[src/rtl/instr_dispatch.sv]
// Fetches one program pass per sample_tick and issues each instruction to its branch once its channels are free.
// Issue is a registered valid/ready handshake that holds until accepted; a tick mid-pass restarts the pass after that.

`ifndef N_INSTR_BRANCHES
`define N_INSTR_BRANCHES 4
`endif
`ifndef INSTR_BRANCH_MAC
`define INSTR_BRANCH_MAC 2
`endif

module instr_dispatch #(
    parameter int data_width   = 16,
    parameter int max_inflight = 16
) (
    input  logic                         clk,
    input  logic                         reset,
    input  logic                         enable,
    input  logic                         sample_tick,
    input  logic [7:0]                   prog_len,
    output logic [7:0]                   prog_addr,
    input  logic [31:0]                  prog_data,
    output logic [`N_INSTR_BRANCHES-1:0] out_valid,
    input  logic [`N_INSTR_BRANCHES-1:0] out_ready,
    output logic [31:0]                  out_instr,
    output logic [8:0]                   out_commit_id,
    input  logic                         commit_pulse,
    input  logic                         commit_wr_en,
    input  logic [3:0]                   commit_wr_addr,
    output logic                         busy,
    output logic                         overrun
);

    localparam int            NB       = `N_INSTR_BRANCHES;
    localparam logic [3:0]    BR_MAC   = 4'(`INSTR_BRANCH_MAC);
    localparam logic [7:0]    MAX_INFL = 8'(max_inflight);
    localparam logic [NB-1:0] VLD_ONE  = NB'(1);

    if (max_inflight < 1 || max_inflight > 255 || data_width < 1) begin : g_bad_params
        $error("instr_dispatch: parameter out of range");
    end

    typedef enum logic [2:0] {IDLE, FETCH, WAIT, ISSUE, DONE} state_t;

    state_t      state;
    logic [7:0]  pc;
    logic [7:0]  len;
    logic [7:0]  len_pend;
    logic        restart_pend;
    logic [31:0] instr;
    logic [8:0]  commit_id;
    logic [7:0]  inflight;
    logic [7:0]  inflight_next;
    logic [15:0] sb;
    logic [15:0] sb_next;

    logic        hs;
    logic        abort;
    logic        do_restart;
    logic        cand_nop;
    logic        cand_elig;
    logic [31:0] cand;
    logic [7:0]  restart_len;
    logic [7:0]  pc_inc;

    assign busy = (state == FETCH) || (state == WAIT) || (state == ISSUE);

    always_comb begin
        hs = enable && (state == ISSUE) && (|(out_valid & out_ready));

        // A set from this cycle's issue overrides a clear of the same channel.
        sb_next = sb;
        if (commit_wr_en)
            sb_next[commit_wr_addr] = 1'b0;
        if (hs && (instr[31:28] != BR_MAC))
            sb_next[instr[27:24]] = 1'b1;

        inflight_next = inflight;
        if (hs && !(commit_pulse && (inflight != 8'd0)))
            inflight_next = inflight + 8'd1;
        else if (!hs && commit_pulse && (inflight != 8'd0))
            inflight_next = inflight - 8'd1;

        // Eligibility looks at next-cycle bookkeeping so out_valid can be a register
        // without costing a cycle: WAIT judges the word arriving from memory.
        cand      = (state == WAIT) ? prog_data : instr;
        cand_nop  = 32'(cand[31:28]) >= 32'(NB);
        cand_elig = !cand_nop
                    && !sb_next[cand[23:20]]
                    && !sb_next[cand[19:16]]
                    && ((cand[31:28] == BR_MAC) || !sb_next[cand[27:24]])
                    && (inflight_next < MAX_INFL);

        abort       = restart_pend || (sample_tick && busy);
        do_restart  = enable && busy && abort && !((|out_valid) && !hs);
        restart_len = sample_tick ? prog_len : len_pend;
        pc_inc      = pc + 8'd1;
    end

    always_ff @(posedge clk) begin
        if (reset) begin
            state         <= IDLE;
            pc            <= 8'd0;
            len           <= 8'd0;
            len_pend      <= 8'd0;
            restart_pend  <= 1'b0;
            instr         <= 32'd0;
            commit_id     <= 9'd0;
            inflight      <= 8'd0;
            sb            <= 16'd0;
            prog_addr     <= 8'd0;
            out_valid     <= '0;
            out_instr     <= 32'd0;
            out_commit_id <= 9'd0;
            overrun       <= 1'b0;
        end else begin
            // Commit bookkeeping keeps running while disabled so no retirement is lost.
            sb       <= sb_next;
            inflight <= inflight_next;

            if (enable) begin
                if (sample_tick && busy) begin
                    overrun      <= 1'b1;
                    len_pend     <= prog_len;
                    restart_pend <= 1'b1;
                end

                if (hs) begin
                    out_valid <= '0;
                    commit_id <= commit_id + 9'd1;
                end

                case (state)
                    IDLE, DONE: begin
                        if (sample_tick) begin
                            pc        <= 8'd0;
                            prog_addr <= 8'd0;
                            len       <= prog_len;
                            state     <= (prog_len == 8'd0) ? DONE : FETCH;
                        end
                    end
                    FETCH: begin
                        state <= WAIT;
                    end
                    WAIT: begin
                        instr <= prog_data;
                        state <= ISSUE;
                        if (cand_elig && !abort) begin
                            out_valid     <= VLD_ONE << prog_data[31:28];
                            out_instr     <= prog_data;
                            out_commit_id <= commit_id;
                        end
                    end
                    ISSUE: begin
                        if (hs || (cand_nop && (out_valid == '0))) begin
                            pc        <= pc_inc;
                            prog_addr <= pc_inc;
                            state     <= (pc_inc == len) ? DONE : FETCH;
                        end else if ((out_valid == '0) && cand_elig && !abort) begin
                            out_valid     <= VLD_ONE << instr[31:28];
                            out_instr     <= instr;
                            out_commit_id <= commit_id;
                        end
                    end
                    default: state <= IDLE;
                endcase

                // Abandon the pass once nothing is left waiting on a handshake.
                if (do_restart) begin
                    pc           <= 8'd0;
                    prog_addr    <= 8'd0;
                    len          <= restart_len;
                    restart_pend <= 1'b0;
                    state        <= (restart_len == 8'd0) ? DONE : FETCH;
                end
            end
        end
    end

endmodule

[config.mk]
export PLATFORM = sky130hd
export DESIGN_NAME = instr_dispatch
export DESIGN_NICKNAME = d
export VERILOG_FILES = /design/src/rtl/instr_dispatch.sv
export SDC_FILE = /design/constraint.sdc
export NUM_CORES = 1
export LEC_CHECK = 0
export CORE_MARGIN = 1.5
export CORE_UTILIZATION = 45
export DETAILED_ROUTE_END_ITERATION = 10
export GPL_TIMING_DRIVEN = 0
export PLACE_DENSITY_LB_ADDON = 0.1
export SETUP_SLACK_MARGIN = 0.4
export SLEW_MARGIN = 15
export SYNTH_ARGS = -nofsm -noshare
export SYNTH_HDL_FRONTEND = slang
export SYNTH_SLANG_ARGS = --single-unit
export TNS_END_PERCENT = 100
[constraint.sdc]
create_clock -name clk -period 3.5 [get_ports clk]
set_clock_uncertainty 0.05 [all_clocks]
set_input_delay 0.35 -clock clk [delete_from_list [all_inputs] [get_ports clk]]
set_output_delay 0.35 -clock clk [all_outputs]
set_load 0.01 [all_outputs]
==> results.ini, run 1 <==
[status]
status = completed

[synthesis]
synth_edf_count = 0
synthAdderAreaFrac_pct = 0.800
synthXorXnorAreaFrac_pct = 3.02
synthTopCellsByArea = dfxtp_1 36%, a21oi_1 6.3%, mux2_2 5.8%, nand2_1 5.8%, o31ai_1 4.0%
syn_nets = 1013
synth_compound_area_share_pct = 23.9
seq_area_frac_synth_pct = 35.6
yosysMostFrequentCell = dfxtp_1
post-synth-top-area-cell = dfxtp_1
yosys.area_share.simple_pct = 22.6
synth_cell_types = 71
synth_top_cell_area_share_pct = 35.6
synthArstFlopShare_pct = 0
ys_warn_count = 0
synthMuxAreaShare_pct = 9.12
postSynthAreaPerCell_um2 = 8.20
syn-cell-area_um2 = 7820
synth_seq_cells = 139
synth_top_family_by_area = compound AO/OA/AOI/OAI gates
synth_common_cells = 139 x dfxtp_1, 120 x nand2_1, 98 x a21oi_1
syn_inst = 954
synth_flop_cell = dfxtp_1

[cts]
cts_tree = yes
cts_buffers = 17
clk_pin_slew_ps = 60
cts_hold_buf = 0
cts-root-buf = clkbuf_16
cts_buffer_depth = 2
htree_levels = 4
insertion_delay_ps = 420
cts_num_sinks = 139

[finish]
fin_area_um2 = 11300
drive_gt1_share_pct = 24.5
final_nets = 1194
syn_to_final_growth_pct = 44.4
diodes = 0
finalCoreUtilization_pct = 66.0
fillers = 1448

[setup_path]
critPathArrivalTime_ps = 3440
cp-end-kind = flip-flop
path_class = flip-flop to flip-flop
startpoint_type = flip-flop
required_ps = 3740
worstPathMaxFanout = 7

[drt]
vias = 8174
detail_route.vias_per_cell = 5.95
drc = 0
routed_wl_um = 26200
first_pass_iters = 7
antenna_left = 0
wl_per_cell_um = 19.1
initialDrtViolationCount = 572

[power]
p_comb_share_pct = 37.3
power_density_nw_per_um2 = 488
p_int_w = 0.00335
power.share.clock_pct = 30.9
p_sw_share_pct = 39.4
p_leak_nw = 3.75
vdd_drop_max_mv = 0.453
seqPwrFrac_pct = 31.7
p_sw_w = 0.00217

[timing]
timing.final.crit_period_ps = 3200
hold_viol_final = 0
relSlewSlack_pct = 46.9
worst_pin_slew_ps = 789
setup_ws_ps = 299
fmax_mhz = 312
slew_viol_final = 0
rsz0062_at_grt = true
fin_setup_tns_ps = 0
min_period_over_period_pct = 91.5
setup_viol = 0

[global_routing]
use_met2_pct = 43.4
grt_busiest_layer = met2
grt_pass1_vias = 7434
grt_usage_pct = 27.0
antenna_found_initial = 0
grt_pass1_wl_um = 38800
use_met1_pct = 35.5
gr-total-overflow = 0
met3_usage_pct = 6.42
grt_max_degree = 17

[floorplanning]
io-pin-count = 109
die_h_um = 135
initial_core_util_pct = 45.7
row_count = 48
chipWidth_um = 135
core_area_um2 = 17100
die_area_um2 = 18200

[run]
max-cap-violations = 0

[place]
place_hpwl_um = 17100
placed_area_um2 = 9180
routabilityCongestion = 0.882
dp_slack_ps = -437
portBuffers = 107

[worst_hold_path]
hp-class = flip-flop to flip-flop

## power groups by stage
| stage | logic (W) | registers, W | clock network (W) |
|---|---|---|---|
| after floorplan | 0.000958 | 0.00175 | 0 |
| after global placement | 0.00134 | 0.00176 | 0 |
| after detailed placement | 0.00136 | 0.00176 | 0 |
| after CTS | 0.00153 | 0.00173 | 0.00172 |
| after global routing | 0.00220 | 0.00176 | 0.00179 |
| final | 0.00206 | 0.00175 | 0.00171 |
## kinds of logic (layout without fill, tap and decap cells)
family | Yosys count | in the layout
muxes | 65 | 65
buffers and inverters | 88 | 282
DFF | 139 | 139
adders and majority gates | 5 | 5
and+or+nand+nor | 351 | 351
AOI/OAI and AO/OA | 279 | 279
xor gates and xnor gates | 27 | 27
## worst max-delay path, cell delays in order, from the launching register on
cell       delay, ps
dfxtp_1          310
buf_6            120
nor4b_4          300
buf_4            170
buf_4            140
a2111oi_4         50
buf_6            150
a211oi_1         270
a211oi_1         110
o211ai_1         370
o311ai_4         190
buf_6            190
buf_8            140
clkbuf_16        170
o31ai_4          230
a21oi_1           90
## through the flow
stage | std cells | hold slack, ps | power, W
after floorplan | 954 | 384 | 0.00271
after global placement | 1286 | 387 | 0.00311
after detailed placement | 1286 | 397 | 0.00312
after CTS | 1346 | 406 | 0.00499
after global routing | 1373 | 424 | 0.00575
final | 1373 | 402 | 0.00552
## final timing paths
kind	startpoint	end	slack (ps)	cells past startpoint
hold reg to reg	instr[13]	instr[13]	400	2
hold / removal	instr[13]	instr[13]	400	2
setup / recovery	instr[28]	out_instr[4]	300	15
setup reg to reg	instr[28]	out_instr[4]	300	15
## per-layer routing
layer | wire length [µm] | part of all wire [%] | vias up
met5 | 0 | 0 | -
met4 | 791 | 3.0 | 0
met3 | 1610 | 6.1 | 63
met2 | 12500 | 48 | 325
met1 | 11300 | 43 | 3877
li1 | - | - | 3909
## registers in the layout, indices dropped and copies added, names as in the netlist
signal         flops
instr             32
out_instr         32
sb                16
commit_id          9
out_commit_id      9
inflight           8
len                8
len_pend           8
pc                 8
out_valid          4
state              3
overrun            1
restart_pend       1
## cell usage in the layout (no fill, tap or decap), types with 6 or more instances in the layout
master and instances:
o21a_1 12, a211oi_1 10, a2111oi_4 7, dfxtp_2 9, a21oi_2 11, o21ai_0 27, nand2_1 120, a311oi_1 10
o21ai_1 7, clkbuf_16 21, clkdlybuf4s50_1 107, nand3_1 20, inv_1 13, buf_4 45, clkbuf_1 35, nor2_1 65
mux2_4 8, nor3_1 15, clkbuf_2 11, o31ai_2 11, o211ai_1 7, xnor2_1 16, mux2_2 32, a21oi_1 86
xor2_1 11, mux2i_1 18, nor2b_1 24, dfxtp_1 130, nand4_1 48, buf_6 18, o31ai_1 9, or4_1 6
o31ai_4 22
## layout make-up
type | count | area [µm²] | share of cell area, %
Buffer | 75 | 515 | 4.56
Clock buffer | 21 | 460 | 4.07
Clock inverter | 11 | 86.3 | 0.764
Inverter | 13 | 48.8 | 0.432
Multi-Input combinational cell | 727 | 5490 | 48.6
Sequential cell | 139 | 2790 | 24.7
Tap cell | 225 | 282 | 2.49
Timing Repair Buffer | 162 | 1620 | 14.4
## repair_timing
item / in CTS / in global routing
buffers inserted: 27 / 20
pin swaps: 15 / 34
setup endpoints to repair: 47 / 62
cloned: 1 / 7
resized for setup: 86 / 173
No activity file was read; power rests on OpenSTA's default activity.
==> inputs of run 2 (changes only) <==
--- a/config.mk
+++ b/config.mk
@@ -5,6 +5,7 @@
 export SDC_FILE = /design/constraint.sdc
 export NUM_CORES = 1
 export LEC_CHECK = 0
+export ABC_AREA = 1
 export CORE_MARGIN = 1.5
 export CORE_UTILIZATION = 45
 export DETAILED_ROUTE_END_ITERATION = 10
==> run 2 against run 1 <==
Flip-flop and latch count unchanged. Synthesized cell count up 22%. Non-clock buffer count down 66. Sequential power increased by 5%. Utilization fell by 7.3 points. Global-route usage down 1.1 points. Die area decreased by 3.1%. Clock power is 3% higher. Register-to-register slack gained 310 ps. Design area is 14% lower. Sequential share of layout area grew 4.1 points. Power down 7.0%. Largest power group is now sequential cells.
==> results.ini, run 2 <==
[status]
status = completed

[global_routing]
grt_usage_pct = 25.9
gr-total-overflow = 0
grt_pass1_vias = 7310
grt_pass1_wl_um = 36600
grt_max_degree = 17
antenna_found_initial = 0

[cts]
cts_buffers = 17
cts_tree = yes
htree_levels = 4
clk_pin_slew_ps = 60
cts_hold_buf = 0
cts-root-buf = clkbuf_16
cts_num_sinks = 139
insertion_delay_ps = 430
cts_buffer_depth = 2

[synthesis]
synthTopCellsByArea = dfxtp_1 37%, nand3_1 11%, nand2_1 9.7%, o21ai_0 8.2%, a21oi_1 7.3%
ys_warn_count = 0
synth_top_cell_area_share_pct = 36.7
syn-cell-area_um2 = 7580
seq_area_frac_synth_pct = 36.7
synthArstFlopShare_pct = 0
synth_flop_cell = dfxtp_1
post-synth-top-area-cell = dfxtp_1
syn_nets = 1219
syn_inst = 1160
synth_common_cells = 196 x nand2_1, 160 x nand3_1, 146 x nor2_1
synth_cell_types = 39
synth_seq_cells = 139
postSynthAreaPerCell_um2 = 6.53
yosysMostFrequentCell = nand2_1
synth_edf_count = 0

[floorplanning]
die_area_um2 = 17600
io-pin-count = 109
die_h_um = 133
chipWidth_um = 133
core_area_um2 = 16500
row_count = 47
initial_core_util_pct = 45.9

[timing]
setup_viol = 0
fin_setup_tns_ps = 0
timing.final.crit_period_ps = 2910
rsz0062_at_grt = true
worst_pin_slew_ps = 704
hold_viol_final = 0
fmax_mhz = 343
min_period_over_period_pct = 83.2
relSlewSlack_pct = 53.0
slew_viol_final = 0

[place]
portBuffers = 106
routabilityCongestion = 0.923
place_hpwl_um = 17100
dp.cells = 1486

[drt]
drc = 0
initialDrtViolationCount = 570
detail_route.vias_per_cell = 5.30
antenna_left = 0
routed_wl_um = 22500
first_pass_iters = 5
vias = 8103
wl_per_cell_um = 14.7

[finish]
diodes = 0
seqCellArea_um2 = 2800
final_cell_mix = 195 x nand2_1, 158 x nand3_1, 142 x nor2_1
multi_input_area_um2 = 4160
fillers = 1596
layout_commonest_cell = nand2_1
syn_to_final_growth_pct = 28.2
drive_gt1_share_pct = 8.47
final_nets = 1356
stdcell_count = 1530
reg_top3 = instr: 32 flops, out_instr: 32 flops, sb: 16 flops

[setup_path]
path_class = input pin to flip-flop
cp-end-kind = flip-flop
startpoint_type = input pin
worstPathMaxFanout = 10
critPathArrivalTime_ps = 3180
required_ps = 3770

[worst_hold_path]
hp-class = flip-flop to flip-flop

[power]
p_leak_nw = 4.18
power_density_nw_per_um2 = 528
vdd_drop_max_mv = 0.338

[run]
max-cap-violations = 0

==> run 2: final cells by class <==
type                            instances  area share [%]
Buffer                                 53            2.78
Clock buffer                           18            4.42
Clock inverter                         14            1.42
Inverter                              130            5.05
Multi-Input combinational cell        838            42.8
Sequential cell                       139            28.8
Tap cell                              220            2.83
Timing Repair Buffer                  118            11.9
==> run 2: cell families (layout without fill, tap and decap cells) <==
| logic type | Yosys count | after routing | share of synthesized area (%) |
|---|---|---|---|
| AO/OA/AOI/OAI | 269 | 269 | 19.1 |
| XOR/XNOR | 18 | 18 | 2.08 |
| adder cells (fa/ha/maj) | 5 | 5 | 0.826 |
| buffers and inverters | 183 | 333 | 9.64 |
| flip-flops | 139 | 139 | 36.7 |
| AND/OR/NAND/NOR | 546 | 546 | 31.6 |
==> run 2: through the flow <==
| step | hold slack, ps | setup slack (ps) | util, % | area [µm²] | power (W) |
|---|---|---|---|---|---|
| floorplan | 374 | 1030 | - | 7580 | 0.00282 |
| global placement | 379 | -126 | 53.9 | 8910 | 0.00324 |
| detailed placement | 381 | -127 | 53.9 | 8910 | 0.00326 |
| CTS | 393 | 404 | 57.8 | 9550 | 0.00503 |
| global route | 411 | 392 | 58.8 | 9710 | 0.00542 |
| finish | 388 | 588 | 58.8 | 9710 | 0.00513 |
==> run 2: worst paths after layout <==
kind                     start          endpoint  slack (ps)  cells after the start
max          commit_wr_addr[1]  out_commit_id[8]         590                     17
min reg2reg      out_instr[31]     out_instr[31]         390                      2
min              out_instr[31]     out_instr[31]         390                      2
max reg2reg           state[1]  out_commit_id[8]         610                     19
==> run 2: per-layer routing <==
layer	wire (µm)	global-route usage [%]	up-vias
li1	-	-	4129
met1	10500	35.2	3715
met2	10400	41.9	230
met3	1180	4.79	29
met4	413	8.06	0
met5	0	0	-
==> run 2: what timing repair did <==
action	4_1_cts	5_1_grt
buffers inserted	1	11
resized for setup	17	43
setup endpoints to repair	41	52
gates cloned	0	0
pin swaps	2	9
==> run 2: report_power, final <==
group	switching (W)	total, W	internal [W]
combinational	0.000917	0.00153	0.000616
clock	0.000767	0.00176	0.000992
sequential	0.000117	0.00184	0.00172
==> run 2: critical path: stages <==
cell	delay (ps)
clkdlybuf4s50_1	460
inv_1	120
nand3_1	180
o21ai_0	470
nand3_1	130
nand3_1	100
nand3_1	80
nand3_1	70
nand2_1	140
nand2_4	150
nand3_2	150
a21oi_4	220
buf_4	160
clkbuf_4	190
nand3_1	100
nand2_1	70
nor2_1	40
